**src/rtl/hilo_mul_ctrl_pkg.sv**
```systemverilog
// Shared types for the HI/LO multiply issue/retire controller: opcodes, FSM states,
// the multiplier operand payload and the magnitude/sign conversion helper.
package hilo_pkg;

    localparam int unsigned XLEN   = 32;
    localparam int unsigned OP_W   = 3;
    localparam int unsigned ST_W   = 2;
    localparam int unsigned PROD_W = 2 * XLEN;

    typedef enum logic [OP_W-1:0] {
        OP_NOP   = 3'd0,
        OP_MULT  = 3'd1,
        OP_MULTU = 3'd2,
        OP_MTHI  = 3'd3,
        OP_MTLO  = 3'd4
    } hilo_op_t;

    typedef enum logic [ST_W-1:0] {
        ST_IDLE  = 2'd0,
        ST_BUSY  = 2'd1,
        ST_DRAIN = 2'd2
    } hilo_state_t;

    typedef struct packed {
        logic            sign;
        logic [XLEN-1:0] a;
        logic [XLEN-1:0] b;
    } mul_operands_t;

    // -0x80000000 wraps to 0x80000000, which is the correct unsigned magnitude.
    function automatic mul_operands_t mul_abs_sign(input logic [XLEN-1:0] a,
                                                   input logic [XLEN-1:0] b,
                                                   input logic            is_signed);
        mul_operands_t r;
        r.sign = is_signed & (a[XLEN-1] ^ b[XLEN-1]);
        r.a    = (is_signed & a[XLEN-1]) ? XLEN'(-a) : a;
        r.b    = (is_signed & b[XLEN-1]) ? XLEN'(-b) : b;
        return r;
    endfunction

endpackage

```
**src/rtl/hilo_mul_ctrl_if.sv**
```systemverilog
// Start/operand/result handshake between the HI/LO controller and multiplier_control.
interface hilo_mul_if;
    import hilo_pkg::*;

    logic              mul_begin;
    logic              mul_sign;
    logic [XLEN-1:0]   mul_a;
    logic [XLEN-1:0]   mul_b;
    logic [PROD_W-1:0] mul_res;
    logic              mul_done;

    modport master (
        output mul_begin, mul_sign, mul_a, mul_b,
        input  mul_res, mul_done
    );

    modport slave (
        input  mul_begin, mul_sign, mul_a, mul_b,
        output mul_res, mul_done
    );
endinterface

```
**src/rtl/hilo_mul_ctrl.sv**
```systemverilog
// EX-stage multiply issue/retire controller: issues MULT/MULTU to the multiplier,
// stalls EX until completion, owns architectural HI/LO and executes MTHI/MTLO.
module hilo_mul_ctrl
    import hilo_pkg::*;
#(
    parameter logic [XLEN-1:0] RESET_HI = 32'h0,
    parameter logic [XLEN-1:0] RESET_LO = 32'h0
) (
    input  logic            clk,
    input  logic            rst,
    input  logic            ex_valid,
    input  logic [OP_W-1:0] ex_op,
    input  logic [XLEN-1:0] ex_a,
    input  logic [XLEN-1:0] ex_b,
    input  logic            flush,
    output logic            stall,
    hilo_mul_if.master      mul,
    output logic [XLEN-1:0] hi,
    output logic [XLEN-1:0] lo
);

    localparam logic [ST_W-1:0] S_IDLE  = ST_W'(ST_IDLE);
    localparam logic [ST_W-1:0] S_BUSY  = ST_W'(ST_BUSY);
    localparam logic [ST_W-1:0] S_DRAIN = ST_W'(ST_DRAIN);

    logic [ST_W-1:0] state_q, state_d;
    logic            mul_begin_q, mul_begin_d;
    mul_operands_t   ops_q, ops_d;
    logic [XLEN-1:0] hi_q, hi_d;
    logic [XLEN-1:0] lo_q, lo_d;

    logic            is_mult, is_mul_op, issue, stall_c, ex_commit;

    // Issue decode, stall and next-state/register update.
    always_comb begin
        state_d     = state_q;
        mul_begin_d = 1'b0;
        ops_d       = ops_q;
        hi_d        = hi_q;
        lo_d        = lo_q;

        is_mult   = (ex_op == OP_W'(OP_MULT));
        is_mul_op = ex_valid & (is_mult | (ex_op == OP_W'(OP_MULTU)));
        issue     = (state_q == S_IDLE) & is_mul_op & ~flush;
        stall_c   = ~rst & (issue
                            | ((state_q == S_BUSY) & ~mul.mul_done & ~flush)
                            | ((state_q == S_DRAIN) & is_mul_op));
        ex_commit = ex_valid & ~flush & ~stall_c;

        unique case (state_q)
            S_IDLE: begin
                if (issue) begin
                    state_d     = S_BUSY;
                    mul_begin_d = 1'b1;
                    ops_d       = mul_abs_sign(ex_a, ex_b, is_mult);
                end
            end
            S_BUSY: begin
                // The multiplier cannot be cancelled; a flush before done waits it out in DRAIN.
                if (flush) begin
                    state_d = mul.mul_done ? S_IDLE : S_DRAIN;
                end else if (mul.mul_done) begin
                    state_d = S_IDLE;
                    hi_d    = mul.mul_res[PROD_W-1:XLEN];
                    lo_d    = mul.mul_res[XLEN-1:0];
                end
            end
            S_DRAIN: begin
                if (mul.mul_done) begin
                    state_d = S_IDLE;
                end
            end
            default: state_d = S_IDLE;
        endcase

        if (ex_commit && ex_op == OP_W'(OP_MTHI)) begin
            hi_d = ex_a;
        end
        if (ex_commit && ex_op == OP_W'(OP_MTLO)) begin
            lo_d = ex_a;
        end
    end

    always_ff @(posedge clk) begin
        if (rst) begin
            state_q     <= S_IDLE;
            mul_begin_q <= 1'b0;
            ops_q       <= '0;
            hi_q        <= RESET_HI;
            lo_q        <= RESET_LO;
        end else begin
            state_q     <= state_d;
            mul_begin_q <= mul_begin_d;
            ops_q       <= ops_d;
            hi_q        <= hi_d;
            lo_q        <= lo_d;
        end
    end

    assign stall         = stall_c;
    assign mul.mul_begin = mul_begin_q;
    assign mul.mul_sign  = ops_q.sign;
    assign mul.mul_a     = ops_q.a;
    assign mul.mul_b     = ops_q.b;
    assign hi            = hi_q;
    assign lo            = lo_q;

endmodule
```
**src/flat_wrapper.sv**
```systemverilog
// flat-port wrapper written by rule: the top's interface ports become plain ports
module hilo_mul_ctrl_flat import hilo_pkg::*;
#(
    parameter logic [XLEN-1:0] RESET_HI = 32'h0,
    parameter logic [XLEN-1:0] RESET_LO = 32'h0
)
  (clk, rst, ex_valid, ex_op, ex_a, ex_b, flush, stall, hi, lo, mul_mul_begin, mul_mul_sign, mul_mul_a, mul_mul_b, mul_mul_res, mul_mul_done);
  hilo_mul_if mul_i ();
  input  logic clk;
  input  logic rst;
  input  logic ex_valid;
  input  logic [OP_W-1:0] ex_op;
  input  logic [XLEN-1:0] ex_a;
  input  logic [XLEN-1:0] ex_b;
  input  logic flush;
  output logic stall;
  output logic [XLEN-1:0] hi;
  output logic [XLEN-1:0] lo;
  output wire logic [$bits(mul_i.mul_begin)-1:0] mul_mul_begin;
  output wire logic [$bits(mul_i.mul_sign)-1:0] mul_mul_sign;
  output wire logic [$bits(mul_i.mul_a)-1:0] mul_mul_a;
  output wire logic [$bits(mul_i.mul_b)-1:0] mul_mul_b;
  input wire logic [$bits(mul_i.mul_res)-1:0] mul_mul_res;
  input wire logic [$bits(mul_i.mul_done)-1:0] mul_mul_done;
  assign mul_mul_begin = mul_i.mul_begin;
  assign mul_mul_sign = mul_i.mul_sign;
  assign mul_mul_a = mul_i.mul_a;
  assign mul_mul_b = mul_i.mul_b;
  assign mul_i.mul_res = mul_mul_res;
  assign mul_i.mul_done = mul_mul_done;
  hilo_mul_ctrl #(.RESET_HI(RESET_HI), .RESET_LO(RESET_LO)) u_core (.clk(clk), .rst(rst), .ex_valid(ex_valid), .ex_op(ex_op), .ex_a(ex_a), .ex_b(ex_b), .flush(flush), .stall(stall), .mul(mul_i), .hi(hi), .lo(lo));
endmodule
```
**config.mk**
```make
export PLATFORM = sky130hd
export DESIGN_NAME = hilo_mul_ctrl_flat
export DESIGN_NICKNAME = d
export VERILOG_FILES = /design/src/rtl/hilo_mul_ctrl_pkg.sv /design/src/rtl/hilo_mul_ctrl_if.sv /design/src/rtl/hilo_mul_ctrl.sv /design/src/flat_wrapper.sv
export SDC_FILE = /design/constraint.sdc
export NUM_CORES = 1
export LEC_CHECK = 0
export ABC_AREA = 1
export CORE_ASPECT_RATIO = 0.75
export CORE_MARGIN = 10
export CORE_UTILIZATION = 45
export CTS_BUF_LIST = sky130_fd_sc_hd__clkbuf_16
export DETAILED_ROUTE_END_ITERATION = 10
export PLACE_DENSITY = 0.8
export SLEW_MARGIN = 20
export SYNTH_ARGS = -nofsm -noshare
export SYNTH_HDL_FRONTEND = slang
export SYNTH_SLANG_ARGS = --single-unit
```
**constraint.sdc**
```tcl
create_clock -name clk -period 1.7 [get_ports clk]
set_input_delay 0.255 -clock clk [delete_from_list [all_inputs] [get_ports clk]]
set_output_delay 0.255 -clock clk [all_outputs]
set_load 0.01 [all_outputs]
```
# Yosys cells after proc, flatten, opt, wreduce, memory -nomap -nowiden
# Index checks and enable logic that the tools add are counted.
classes:
  addsub: 2
  multipliers: 0
  div_mod_pow: 0
  order_cmp: 0
  n_eq_ne: 9
  shifts: 0
  mux: 16
  bitwise: 21
  reduce_logical: 11
ops:
  columns: ["op", "n"]
  rows:
  - ["$mux 32", 10]
  - ["$neg 32->32", 2]
  - ["$and 1x1->1", 12]
  - ["$mux 2", 4]
  - ["$reduce_bool 2->1", 4]
  - ["$eq 3x2->1 const B", 2]
  - ["$ne 2x1->1 const B", 3]
  - ["$pmux 2 s3", 1]
  - ["$reduce_and 3->1", 2]
  - ["$not 1->1", 5]
  - ["$eq 3x1->1 const B", 1]
  - ["$eq 3x3->1 const B", 1]
  - ["$or 1x1->1", 3]
  - ["$eq 2x1->1 const B", 1]
  - ["$eq 2x2->1 const B", 1]
  - ["$logic_and 1x1->1", 2]
  - ["$logic_not 2->1", 1]
  - ["$reduce_and 2->1", 1]
  - ["$reduce_or 2->1", 1]
  - ["$mux 1", 1]
  - ["$xor 1x1->1", 1]
totals:
  regBits: 132
  latch_bits: 0
  ramBits: 0
  romBits: 0
  input_bits: 136
  elab_cells: 66
  n_memories: 0

# Logic depth before layout (Yosys ltp)
# Gate-level depths: netlist of run 1.
logic_depth:
  ltp_word: 13
  mapped_depth: 13
  depth_no_buf: 12

# Worst setup path before layout of run 1
# OpenSTA, ideal clock, no wires.
synth_timing:
  path_type: "input-to-reg"
  startpoint: "input port ex_b[0]"
  endpoint: "register u_core.ops_q (netlist bit u_core.mul.mul_b[20])"
  arrival_ns: 1.451
  t_required_ns: 1.591
  setup_slack_ns: 0.140
  path_stages: 12
  n_path_buf: 0
  path_cell_list: "inv_1 ha_1 nand3_1 nor2_1 nand2_1 nand2_1 nand2_1 nor2_1 xor2_1 nand2_1 nand2_1 inv_1"
synth_between:
  elab_chain_cells: 2
synth_lines:
  columns: ["item", "line", "text"]
  rows:
  - ["start: declaration", "flat_wrapper.sv:14", "input logic [XLEN-1:0] ex_b;"]
  - ["$neg 32->32", "hilo_mul_ctrl_pkg.sv:37", "r.b = (is_signed & b[XLEN-1]) ? XLEN'(-b) : b;"]
  - ["$mux 32", "hilo_mul_ctrl_pkg.sv:37", null]
  - ["end signal: assignment", "hilo_mul_ctrl.sv:94", "ops_q <= ops_d;"]
  - ["end: declaration", "hilo_mul_ctrl.sv:28", "mul_operands_t ops_q, ops_d;"]
# Every way passes these cells.
# A chain may end at the register's enable or synchronous reset.

# Worst setup path in the final report of run 1
layout_timing:
  startpoint: "input port flush"
  endpoint: "register u_core.lo_q[10], in the netlist u_core.lo[10]"
layout_between:
  elab_chain_cells: 10
  word_cells_on_any_way: 15
  classes_between: "eq/ne: 1; mux: 1; bitwise: 9; reduce/logical: 4"
layout_lines:
  columns: ["item", "line", "text"]
  rows:
  - ["start: declaration", "flat_wrapper.sv:15", "input logic flush;"]
  - ["$not 1->1", "hilo_mul_ctrl.sv:44, hilo_mul_ctrl.sv:46, hilo_mul_ctrl.sv:48", null]
  - ["$and 1x1->1 (on tied branches)", "hilo_mul_ctrl.sv:44, hilo_mul_ctrl.sv:46", null]
  - ["$or 1x1->1", "hilo_mul_ctrl.sv:46", "| ((state_q == S_BUSY) & ~mul.mul_done & ~flush)"]
  - ["$or 1x1->1", "hilo_mul_ctrl.sv:47", "| ((state_q == S_DRAIN) & is_mul_op));"]
  - ["$and 1x1->1", "hilo_mul_ctrl.sv:45", "stall_c = ~rst & (issue"]
  - ["$not 1->1", "hilo_mul_ctrl.sv:48", "ex_commit = ex_valid & ~flush & ~stall_c;"]
  - ["$and 1x1->1", "hilo_mul_ctrl.sv:48", null]
  - ["$logic_and 1x1->1", "hilo_mul_ctrl.sv:79", "if (ex_commit && ex_op == OP_W'(OP_MTLO)) begin"]
  - ["$ne 2x1->1 (no line) or $reduce_bool 2->1 (tied branches)", null, null]
  - ["$reduce_and 3->1 (no line)", null, null]
  - ["end signal: assignment", "hilo_mul_ctrl.sv:96", "lo_q <= lo_d;"]
  - ["end: declaration", "hilo_mul_ctrl.sv:30", "logic [XLEN-1:0] lo_q, lo_d;"]
# Parallel ways exist; a longest one is shown, timed or not.

==> results by group, run 1 <==
Setup path
  • Critical setup path kind: in2reg
  • Required time worst endpoint: 2.07 ns
  • CP Max Fanout: 7
  • CP arrival: 2.18 ns
  • Startpoint types: input pin
  • CP endpoint kind: flip-flop

Clock network
  • H-tree Lvls: 4
  • CTS Hold Bufs: 0
  • CTS Sinks: 132
  • Root Buffer: clkbuf_16
  • Reg clk slew, reported paths: 0.06 ns
  • CTS tree: built
  • Number of buffers created by CTS: 17
  • Clock Tree Buf Depth: 2
  • Worst skew pair latency: 0.43 ns

GRT
  • Gr ovfl total: 0
  • First-pass GRT wire length: between 50000 and 60000 um
  • Vias in the first global route: 9347
  • Pin count of the biggest net entering global routing: 50
  • Initial antenna violation count: 0
  • Total global-route track usage: 26.8%

Logic synthesis
  • Synth Area per Inst: approximately 6.0 um^2
  • Top-count cell post-synth: nand2_1
  • Syn. warnings: 0
  • Synthesized instance count: 1316
  • Share of flip-flops with an asynchronous set or reset: 0%
  • Prevailing post-synth register cell: dfxtp_1
  • Count of cell types in the netlist: 38
  • Post-synth EDFFs: 0
  • Post-synth top area cell: dfxtp_1
  • Mapped Nets: about 1500
  • Synth top area cells: dfxtp_1, nand2_1, nor2_1
  • Post-synthesis sequential area ratio: 33.3%
  • Netlist Area Pre-Place: 7930 um^2
  • Top cell type's share of synthesized area: around 33%
  • Synthesized flop and latch total: roughly 130
  • Post-synth top cells: nand2_1, nor2_1, inv_1

STA
  • RSZ-0062 raised after global routing: true
  • Skew final: 0.00741 ns
  • Post-Route Setup TNS: -3.78 ns
  • Slew of the pin with the lowest slew margin: 0.541 ns
  • Final hold violation count: 0
  • Final-report max-slew violation count: 0
  • Fmax: 0.552 GHz
  • Period utilization: 107%
  • Final hold slack: 0.168 ns
  • Minimum clock period after layout: 1.81 ns
  • Worst setup margin: -0.111 ns
  • Slew Limit Headroom: 63.9%
  • Final setup fails: 65

Drt
  • Final ANT Viol Nets: 0
  • Drt initial violations: 1649
  • Post-Route WL: between 30000 and 40000 um
  • Drt pass-1 iters: 6
  • Wirelength per Cell: 18.6 um
  • Via count: 10803
  • Via density: 5.42
  • Remaining DRCs: 0

Placed design
  • IO Port Bufs: ~270
  • Hpwl dp: about 25000 um
  • RePlAce Congestion: 0.943
  • Dpl cells: 1931

Worst hold path
  • Worst Hold Class: in2reg

Floorplan
  • I/O pin count: approximately 270
  • Core box area: 17100 um^2
  • Initial Util: between 40% and 50%
  • Die Ht: 135 um
  • Chip Width: 173 um
  • # rows: 41
  • Die area: 23400 um^2

Cells and area
  • Antenna diode count: 0
  • Syn-to-layout area delta: 70.3%
  • Post-layout util: 79.1%
  • Nets: 1883
  • Number of non-filler instances in the completed layout: 1994
  • Layout fillers: 1197
  • Share of cells above drive strength 1: 18.3%

Outcome
  • Failing checks: setup timing
  • Outcome: complete, but fails checks

Power and ir drop
  • Pwr/cell area: 659 nW/um^2
  • Pleak: 6.68 nW
  • Maximum vdd drop: 552 uV

Job
  • Max-Cap Viols: 0
cell families (layout without fill, tap and decap cells):
logic type | after synthesis | count (layout) | synth area share, %
adders and majority gates | 2 | 2 | 0.315
AOI/OAI and AO/OA | 130 | 130 | 8.74
and+or+nand+nor | 784 | 786 | 41.8
buffers and inverters | 237 | 677 | 12.4
DFF | 132 | 132 | 33.3
xor gates and xnor gates | 31 | 31 | 3.42
flip-flops by register name, indices dropped and copies added, names as in the netlist:
| name | cells |
|---|---|
| u_core.lo | 32 |
| u_core.mul.mul_a | 32 |
| u_core.mul.mul_b | 32 |
| u_core.mul.mul_begin | 1 |
| u_core.state_q | 2 |
| u_core.mul.mul_sign | 1 |
| u_core.hi | 32 |
final cells by class:
cell class | instances | area (um^2) | area share (%)
clock inverters | 15 | 178 | 1.32
clock buffers | 17 | 425 | 3.15
well taps | 236 | 295 | 2.19
multi-input cells | 949 | 4610 | 34.1
flip-flops and latches | 132 | 2650 | 19.6
inverters | 167 | 632 | 4.68
repair buffers | 478 | 4710 | 34.9
layer usage:
| metal | vias up | global-route usage (%) | wire length, um |
|---|---|---|---|
| li1 | 5010 | - | - |
| met1 | 4943 | 35.4 | 14700 |
| met2 | 723 | 41.6 | 16400 |
| met3 | 127 | 6.99 | 4410 |
| met4 | 0 | 9.03 | 1480 |
| met5 | - | 0 | 0 |
cells in the final DEF, fill, tap and decap left out, types with 10 or more instances in the layout:
cell type and count:
nand2_1 412, clkdlybuf4s50_1 247, nor2_1 183, buf_4 178, inv_1 151, dfxtp_1 130, nand4_1 77, nand3_1 45
a21oi_1 40, o21ai_0 35, o21ai_1 35, clkbuf_16 30, xor2_1 25, nor2_2 14, dlymetal6s2s_1 14, buf_12 14
inv_2 13, nand3_2 11, nor2_4 10
final timing paths:
| kind | cells past startpoint | from | endpoint | slack, ns |
|---|---|---|---|---|
| hold / removal | 3 | ex_b[1] | u_core.mul.mul_b[1] | 0.17 |
| hold reg to reg | 2 | u_core.mul.mul_b[18] | u_core.mul.mul_b[18] | 0.50 |
| setup reg to reg | 12 | u_core.state_q[0] | u_core.hi[17] | -0.10 |
| setup / recovery | 11 | flush | u_core.lo[10] | -0.11 |
through the flow:
stage | total power, mW | area [um^2] | setup slack (ns)
after detailed placement | 4.95 | 12100 | -0.570
after floorplan | 3.93 | 7930 | 0.140
after global routing | 9.20 | 13500 | -0.181
after global placement | 4.93 | 12100 | -0.510
final | 8.91 | 13500 | -0.111
after CTS | 8.77 | 12800 | -0.0636
critical path, cell delays in order:
cell and delay, ns:
clkdlybuf4s50_1 0.44, buf_4 0.16, buf_4 0.14, nor2_4 0.25, nand4_4 0.18, nand2_4 0.18, nand2_8 0.13, buf_12 0.17
nand2_1 0.09, nand2_1 0.08, nor2_1 0.10
what timing repair did:
action / CTS / global route
endpoints found under the setup margin: 86 / 109
pin swaps: 9 / 20
cloned: 0 / 19
gates resized for setup: 37 / 72
setup buffers: 6 / 6
report_power, final:
group	switching, mW	total [mW]	internal [mW]	leakage [nW]
registers	0.0554	3.24	3.19	1.07
logic	0.895	1.81	0.913	5.32
clock network	1.54	3.85	2.32	0.288
total	2.49	8.91	6.42	6.68
Note: power is estimated with default switching activity, not from simulation.
==> inputs of run 2 (changes only) <==
--- a/config.mk
+++ b/config.mk
@@ -5,13 +5,12 @@
 export SDC_FILE = /design/constraint.sdc
 export NUM_CORES = 1
 export LEC_CHECK = 0
-export ABC_AREA = 1
 export CORE_ASPECT_RATIO = 0.75
 export CORE_MARGIN = 10
-export CORE_UTILIZATION = 45
+export CORE_UTILIZATION = 44
 export CTS_BUF_LIST = sky130_fd_sc_hd__clkbuf_16
 export DETAILED_ROUTE_END_ITERATION = 10
-export PLACE_DENSITY = 0.8
+export PLACE_DENSITY = 0.82
 export SLEW_MARGIN = 20
 export SYNTH_ARGS = -nofsm -noshare
 export SYNTH_HDL_FRONTEND = slang
==> results by group, run 2 <==
Floorplan
  • Core box area: 15100 um^2 (-12%)
  • I/O pin count: 267 (unchanged)
  • # rows: 39 (-4.9%)
  • Initial Util: 44.5% (-1.9 points)
  • Die Ht: 127 um (-5.9%)
  • Chip Width: 163 um (-6.2%)
  • Die area: 20700 um^2 (-12%)

Logic synthesis
  • Count of cell types in the netlist: 52 (+37%)
  • Mapped Nets: 886 (-39%)
  • Prevailing post-synth register cell: dfxtp_1
  • Top-count cell post-synth: nor2_1
  • Share of flip-flops with an asynchronous set or reset: 0% (unchanged)
  • Synth Area per Inst: 8.98 um^2 (+49%)
  • Synthesized flop and latch total: 132 (unchanged)
  • Post-synth top area cell: dfxtp_1
  • Synthesized instance count: 748 (-43%)
  • Post-synth EDFFs: 0 (unchanged)
  • Post-synthesis sequential area ratio: 39.4% (+6.0 points)
  • Top cell type's share of synthesized area: 39.4% (+6.0 points)
  • Post-synth top cells: nor2_1, dfxtp_1, a211oi_1
  • Syn. warnings: 0 (unchanged)
  • Netlist Area Pre-Place: 6710 um^2 (-15%)
  • Synth top area cells: dfxtp_1, a211oi_1, mux2i_1

STA
  • Minimum clock period after layout: 1.74 ns (-0.0662 ns)
  • Final hold violation count: 0 (unchanged)
  • Final setup fails: 24 (-63%)
  • Worst setup margin: -0.0448 ns (+0.0662 ns)
  • Post-Route Setup TNS: -0.503 ns (+3.28 ns)
  • Slew Limit Headroom: 45.4% (-19 points)
  • Fmax: 0.573 GHz (+3.8%)
  • Skew final: 0.00740 ns (-0.00000130 ns)
  • RSZ-0062 raised after global routing: true
  • Slew of the pin with the lowest slew margin: 0.819 ns (+0.278 ns)
  • Final-report max-slew violation count: 0 (unchanged)
  • Final hold slack: 0.133 ns (-0.0342 ns)
  • Period utilization: 103% (-3.9 points)

Drt
  • Post-Route WL: 30800 um (-17%)
  • Final ANT Viol Nets: 0 (unchanged)
  • Wirelength per Cell: 22.4 um (+21%)
  • Via count: 7852 (-27%)
  • Via density: 5.72 (+5.6%)
  • Drt pass-1 iters: 5 (-1)
  • Drt initial violations: 652 (-60%)
  • Remaining DRCs: 0 (unchanged)

Placed design
  • Post-Place Cell Area: 10700 um^2 (-12%)
  • RePlAce Congestion: 0.883 (-6.3%)
  • Hpwl dp: 20100 um (-20%)
  • Dpl ws: -0.736 ns (-0.166 ns)
  • IO Port Bufs: 266 (unchanged)

Cells and area
  • Nets: 1290 (-31%)
  • Post-layout util: 81.5% (+2.5 points)
  • Syn-to-layout area delta: 83.1%
  • Post-route design area: 12300 um^2 (-9.0%)
  • Footprint of the multi-input gates: 4400 um^2 (-4.5%)
  • Commonest non-fill, non-tap cell in the layout: clkdlybuf4s50_1
  • Register area: 2650 um^2 (-0.14%)
  • Share of cells above drive strength 1: 28.1% (+9.8 points)
  • Layout fillers: 843 (-30%)
  • Most frequent cells in the layout: clkdlybuf4s50_1, buf_4, dfxtp_1

GRT
  • First-pass GRT wire length: 43000 um (-15%)
  • Pin count of the biggest net entering global routing: 66 (+32%)
  • Vias in the first global route: 7714 (-17%)
  • Initial antenna violation count: 3 (+3)
  • Total global-route track usage: 25.8% (-0.97 points)
  • Gr ovfl total: 0 (unchanged)

Setup path
  • CP Max Fanout: 3 (-4)
  • CP endpoint kind: output port
  • CP arrival: 1.49 ns (-0.69 ns)
  • Required time worst endpoint: 1.44 ns (-0.63 ns)
  • Critical setup path kind: reg2out
  • Startpoint types: flip-flop

Clock network
  • Worst skew pair latency: 0.43 ns (about the same)
  • Reg clk slew, reported paths: 0.06 ns (about the same)
  • Number of buffers created by CTS: 17 (unchanged)
  • Clock Tree Buf Depth: 2 (unchanged)
  • Root Buffer: clkbuf_16
  • CTS tree: built
  • H-tree Lvls: 4 (unchanged)
  • CTS Sinks: 132 (unchanged)

Outcome
  • Outcome: complete, but fails checks
  • Failing checks: setup timing

Job
  • Max-Cap Viols: 0 (unchanged)

Worst hold path
  • Worst Hold Class: in2reg

Power and ir drop
  • Pwr/cell area: 691 nW/um^2 (+4.8%)
  • Pleak: 4.48 nW (-33%)
  • Maximum vdd drop: 709 uV (+28%)
## run 2: path summary, 6_finish.rpt
| kind | from | endpoint | slack [ns] | cells after the start |
|---|---|---|---|---|
| worst min-delay path | rst | u_core.lo[1] | 0.13 | 2 |
| worst max-delay path | u_core.state_q[0] | stall | -0.04 | 4 |
| worst min register to register | u_core.mul.mul_b[0] | u_core.mul.mul_b[0] | 0.46 | 2 |
| worst max register to register | u_core.state_q[0] | u_core.lo[13] | -0.04 | 8 |
## run 2: final cells by class
| class | count | area share [%] |
|---|---|---|
| clock inverter | 14 | 1.19 |
| antenna | 3 | 0.0611 |
| inverter | 6 | 0.183 |
| sequential | 132 | 21.5 |
| timing repair buffer | 444 | 35.7 |
| clock buffer | 17 | 3.46 |
| tap | 205 | 2.09 |
| multi-input combinational | 551 | 35.8 |
## run 2: timing repair
item | in CTS | in global routing
hold buffers | 0 | 0
pin swaps | 30 | 52
setup buffers | 9 | 10
gates cloned | 3 | 10
gates resized for setup | 83 | 104
endpoints found under the hold margin | 0 | 0
endpoints found under the setup margin | 72 | 126
## run 2: per-stage QoR
stage | cells | power [mW]
3_5_place_dp | 1308 | 4.70
6_report | 1372 | 8.50
2_1_floorplan | 748 | 3.78
4_1_cts | 1351 | 8.37
3_3_place_gp | 1308 | 4.68
5_1_grt | 1371 | 8.74
## run 2: routing by layer
metal | share of wire, % | track usage, % | vias to the layer above
li1 | - | - | 3594
met1 | 39 | 30.9 | 3779
met2 | 47 | 41.9 | 409
met3 | 11 | 9.95 | 68
met4 | 2.6 | 8.36 | 2
met5 | 0.039 | 0 | -
## run 2: cells by family after synthesis
group / share of synthesized area, %
and+or+nand+nor: 17.3
AOI/OAI and AO/OA: 22.3
DFF: 39.4
buffers and inverters: 4.34
muxes: 9.71
xor gates and xnor gates: 6.65
adders and majority gates: 0.373
## run 2: critical path: stages (launching register included)
cell	delay (ns)
dfxtp_4	0.36
nor3b_4	0.27
a31oi_1	0.08
nor3_1	0.17
buf_2	0.18
## run 2: where the power goes
part | internal, mW | switching (mW)
combinational | 0.836 | 0.719
clock | 2.26 | 1.43
sequential | 3.19 | 0.0577
==> inputs of run 3 (changes only) <==
--- a/config.mk
+++ b/config.mk
@@ -7,10 +7,10 @@
 export LEC_CHECK = 0
 export CORE_ASPECT_RATIO = 0.75
 export CORE_MARGIN = 10
-export CORE_UTILIZATION = 44
+export CORE_UTILIZATION = 35
 export CTS_BUF_LIST = sky130_fd_sc_hd__clkbuf_16
 export DETAILED_ROUTE_END_ITERATION = 10
-export PLACE_DENSITY = 0.82
+export PLACE_DENSITY = 0.68
 export SLEW_MARGIN = 20
 export SYNTH_ARGS = -nofsm -noshare
 export SYNTH_HDL_FRONTEND = slang
==> results by group, run 3 (same netlist as run 2, synthesis figures left out) <==
Power and ir drop
  • Switching portion of total power: 25.5% (-0.53 points)
  • P_int: 6.46 mW (+2.6%)
  • Clock power share: 45.0% (+1.6 points)
  • Sequential Power Share: 37.5% (-0.8 points)
  • Pwr/cell area: 706 nW/um^2 (+2.1%)
  • Logic pwr share: 17.4% (-0.9 points)
  • Net switching power figure: 2.20 mW (-0.17%)
  • Maximum vdd drop: 553 uV (-22%)
  • Pleak: 4.44 nW (-0.69%)

Outcome
  • Outcome: complete, but fails checks
  • Failing checks: setup timing

Drt
  • Drt initial violations: 382 (-41%)
  • Wirelength per Cell: 20.5 um (-8.7%)
  • Final ANT Viol Nets: 0 (unchanged)
  • Remaining DRCs: 0 (unchanged)
  • Via density: 5.23 (-8.6%)
  • Drt pass-1 iters: 6 (+1)
  • Via count: 7441 (-5.2%)
  • Post-Route WL: 29100 um (-5.4%)

STA
  • Slew of the pin with the lowest slew margin: 0.701 ns (-0.118 ns)
  • Slew Limit Headroom: 53.3% (+7.9 points)
  • Worst setup margin: -0.0241 ns (+0.0207 ns)
  • Period utilization: 101% (-1.2 points)
  • Minimum clock period after layout: 1.72 ns (-0.0207 ns)
  • Final-report max-slew violation count: 0 (unchanged)
  • Final hold violation count: 0 (unchanged)
  • Skew final: 0.00575 ns (-0.00165 ns)
  • Fmax: 0.580 GHz (+1.2%)
  • Final setup fails: 1 (-96%)
  • Final hold slack: 0.189 ns (+0.0559 ns)
  • RSZ-0062 raised after global routing: true

Setup path
  • Startpoint types: flip-flop
  • Required time worst endpoint: 2.02 ns (+0.58 ns)
  • Reg2Reg Depth: 8 (unchanged)
  • CP Max Fanout: 6 (+3)
  • Delay-heaviest family, CP: compound AO/OA/AOI/OAI gates
  • CP arrival: 2.04 ns (+0.55 ns)
  • WP buf/inv: 3 (+2)
  • CP max-delay cell: dfxtp_2
  • Crit path top cell by count: buf_6
  • Crit path depth: 8 (+4)
  • CP endpoint kind: flip-flop
  • Critical setup path kind: reg2reg
  • CP Cell Sequence: nor3b_4 -> buf_6 -> a21oi_4 -> o2111ai_4 -> buf_6 -> buf_8 -> nor2_1 -> a211oi_1
  • Max incr delay on CP: 0.35 ns (about the same)

Placed design
  • RePlAce Congestion: 0.865 (-2.1%)
  • IO Port Bufs: 266 (unchanged)
  • Hpwl dp: 21100 um (+4.9%)

Worst hold path
  • Worst Hold Class: in2reg
  • Hold Path Depth: 2 (unchanged)

Floorplan
  • Die area: 25200 um^2 (+22%)
  • Core box area: 18700 um^2 (+24%)
  • I/O pin count: 267 (unchanged)
  • Chip Width: 180 um (+11%)
  • Die Ht: 140 um (+10%)
  • Initial Util: 36.0% (-8.6 points)
  • # rows: 43 (+10%)

GRT
  • Vias in the first global route: 7303 (-5.3%)
  • Pin count of the biggest net entering global routing: 56 (-15%)
  • Gr ovfl total: 0 (unchanged)
  • Total global-route track usage: 20.8% (-5.0 points)
  • Initial antenna violation count: 4 (+1)
  • First-pass GRT wire length: 42100 um (-2.0%)

Clock network
  • H-tree Lvls: 4 (unchanged)
  • CTS tree: built
  • Clock Tree Buf Depth: 2 (unchanged)
  • Worst skew pair latency: 0.42 ns (about the same)
  • Number of buffers created by CTS: 17 (unchanged)
  • CTS Sinks: 132 (unchanged)
  • Reg clk slew, reported paths: 0.06 ns (about the same)
  • Root Buffer: clkbuf_16
  • CTS Hold Bufs: 0 (unchanged)

Cells and area
  • Nets: 1297 (+0.54%)
  • Post-layout util: 65.7% (-16 points)
  • Most frequent cells in the layout: clkdlybuf4s50_1, buf_4, dfxtp_1
  • Syn-to-layout area delta: 82.8%
  • Share of cells above drive strength 1: 27.5% (-0.62 points)
  • Commonest non-fill, non-tap cell in the layout: clkdlybuf4s50_1

Job
  • Max-Cap Viols: 0 (unchanged)
## run 3: power by group through the flow
stage	Combinational, mW	Clock [mW]	Sequential [mW]
5_1_grt	1.61	4.08	3.26
4_1_cts	1.45	3.95	3.25
6_report	1.51	3.90	3.25
3_5_place_dp	1.41	0	3.32
2_1_floorplan	0.423	0	3.36
3_3_place_gp	1.40	0	3.31
## run 3: layout make-up
cell class | instances | area, um^2
Antenna cell | 3 | 7.51
Multi-Input combinational cell | 550 | 4320
Tap cell | 247 | 309
Clock buffer | 17 | 425
Clock inverter | 15 | 186
Inverter | 6 | 22.5
Sequential cell | 132 | 2650
Fill cell | 1526 | 6400
Timing Repair Buffer | 452 | 4360
## run 3: repair_timing
| item | in CTS | in global routing |
|---|---|---|
| gates cloned | 3 | 6 |
| setup endpoints to repair | 121 | 99 |
| setup buffers | 11 | 8 |
| resized for setup | 90 | 77 |
| hold endpoints to repair | 0 | 0 |
| pin swaps | 29 | 37 |
## run 3: worst paths after layout
kind                              end                 from  slack (ns)
setup / recovery        u_core.hi[29]    u_core.state_q[0]       -0.02
hold / removal    u_core.mul.mul_a[0]                  rst        0.19
setup reg to reg        u_core.hi[29]    u_core.state_q[0]       -0.02
hold reg to reg   u_core.mul.mul_b[0]  u_core.mul.mul_b[0]        0.46
## run 3: routing by layer
layer,share of wire [%],vias up,global-route usage [%]
li1,-,3604,-
met1,44,3528,26.0
met2,45,284,32.9
met3,9.3,25,8.11
met4,1.3,0,4.82
met5,0,-,0
## run 3: through the flow
stage	cell area, um^2	total power, mW	std cells	setup slack (ns)	setup TNS [ns]
global route	12300	8.95	1421	-0.132	-2.21
detailed placement	10800	4.73	1360	-0.710	-66.27
global placement	10800	4.71	1360	-0.683	-58.74
CTS	11800	8.65	1406	-0.00331	-0.00569
floorplan	6790	3.78	748	-0.128	-0.147
finish	12300	8.66	1422	-0.0241	-0.0241
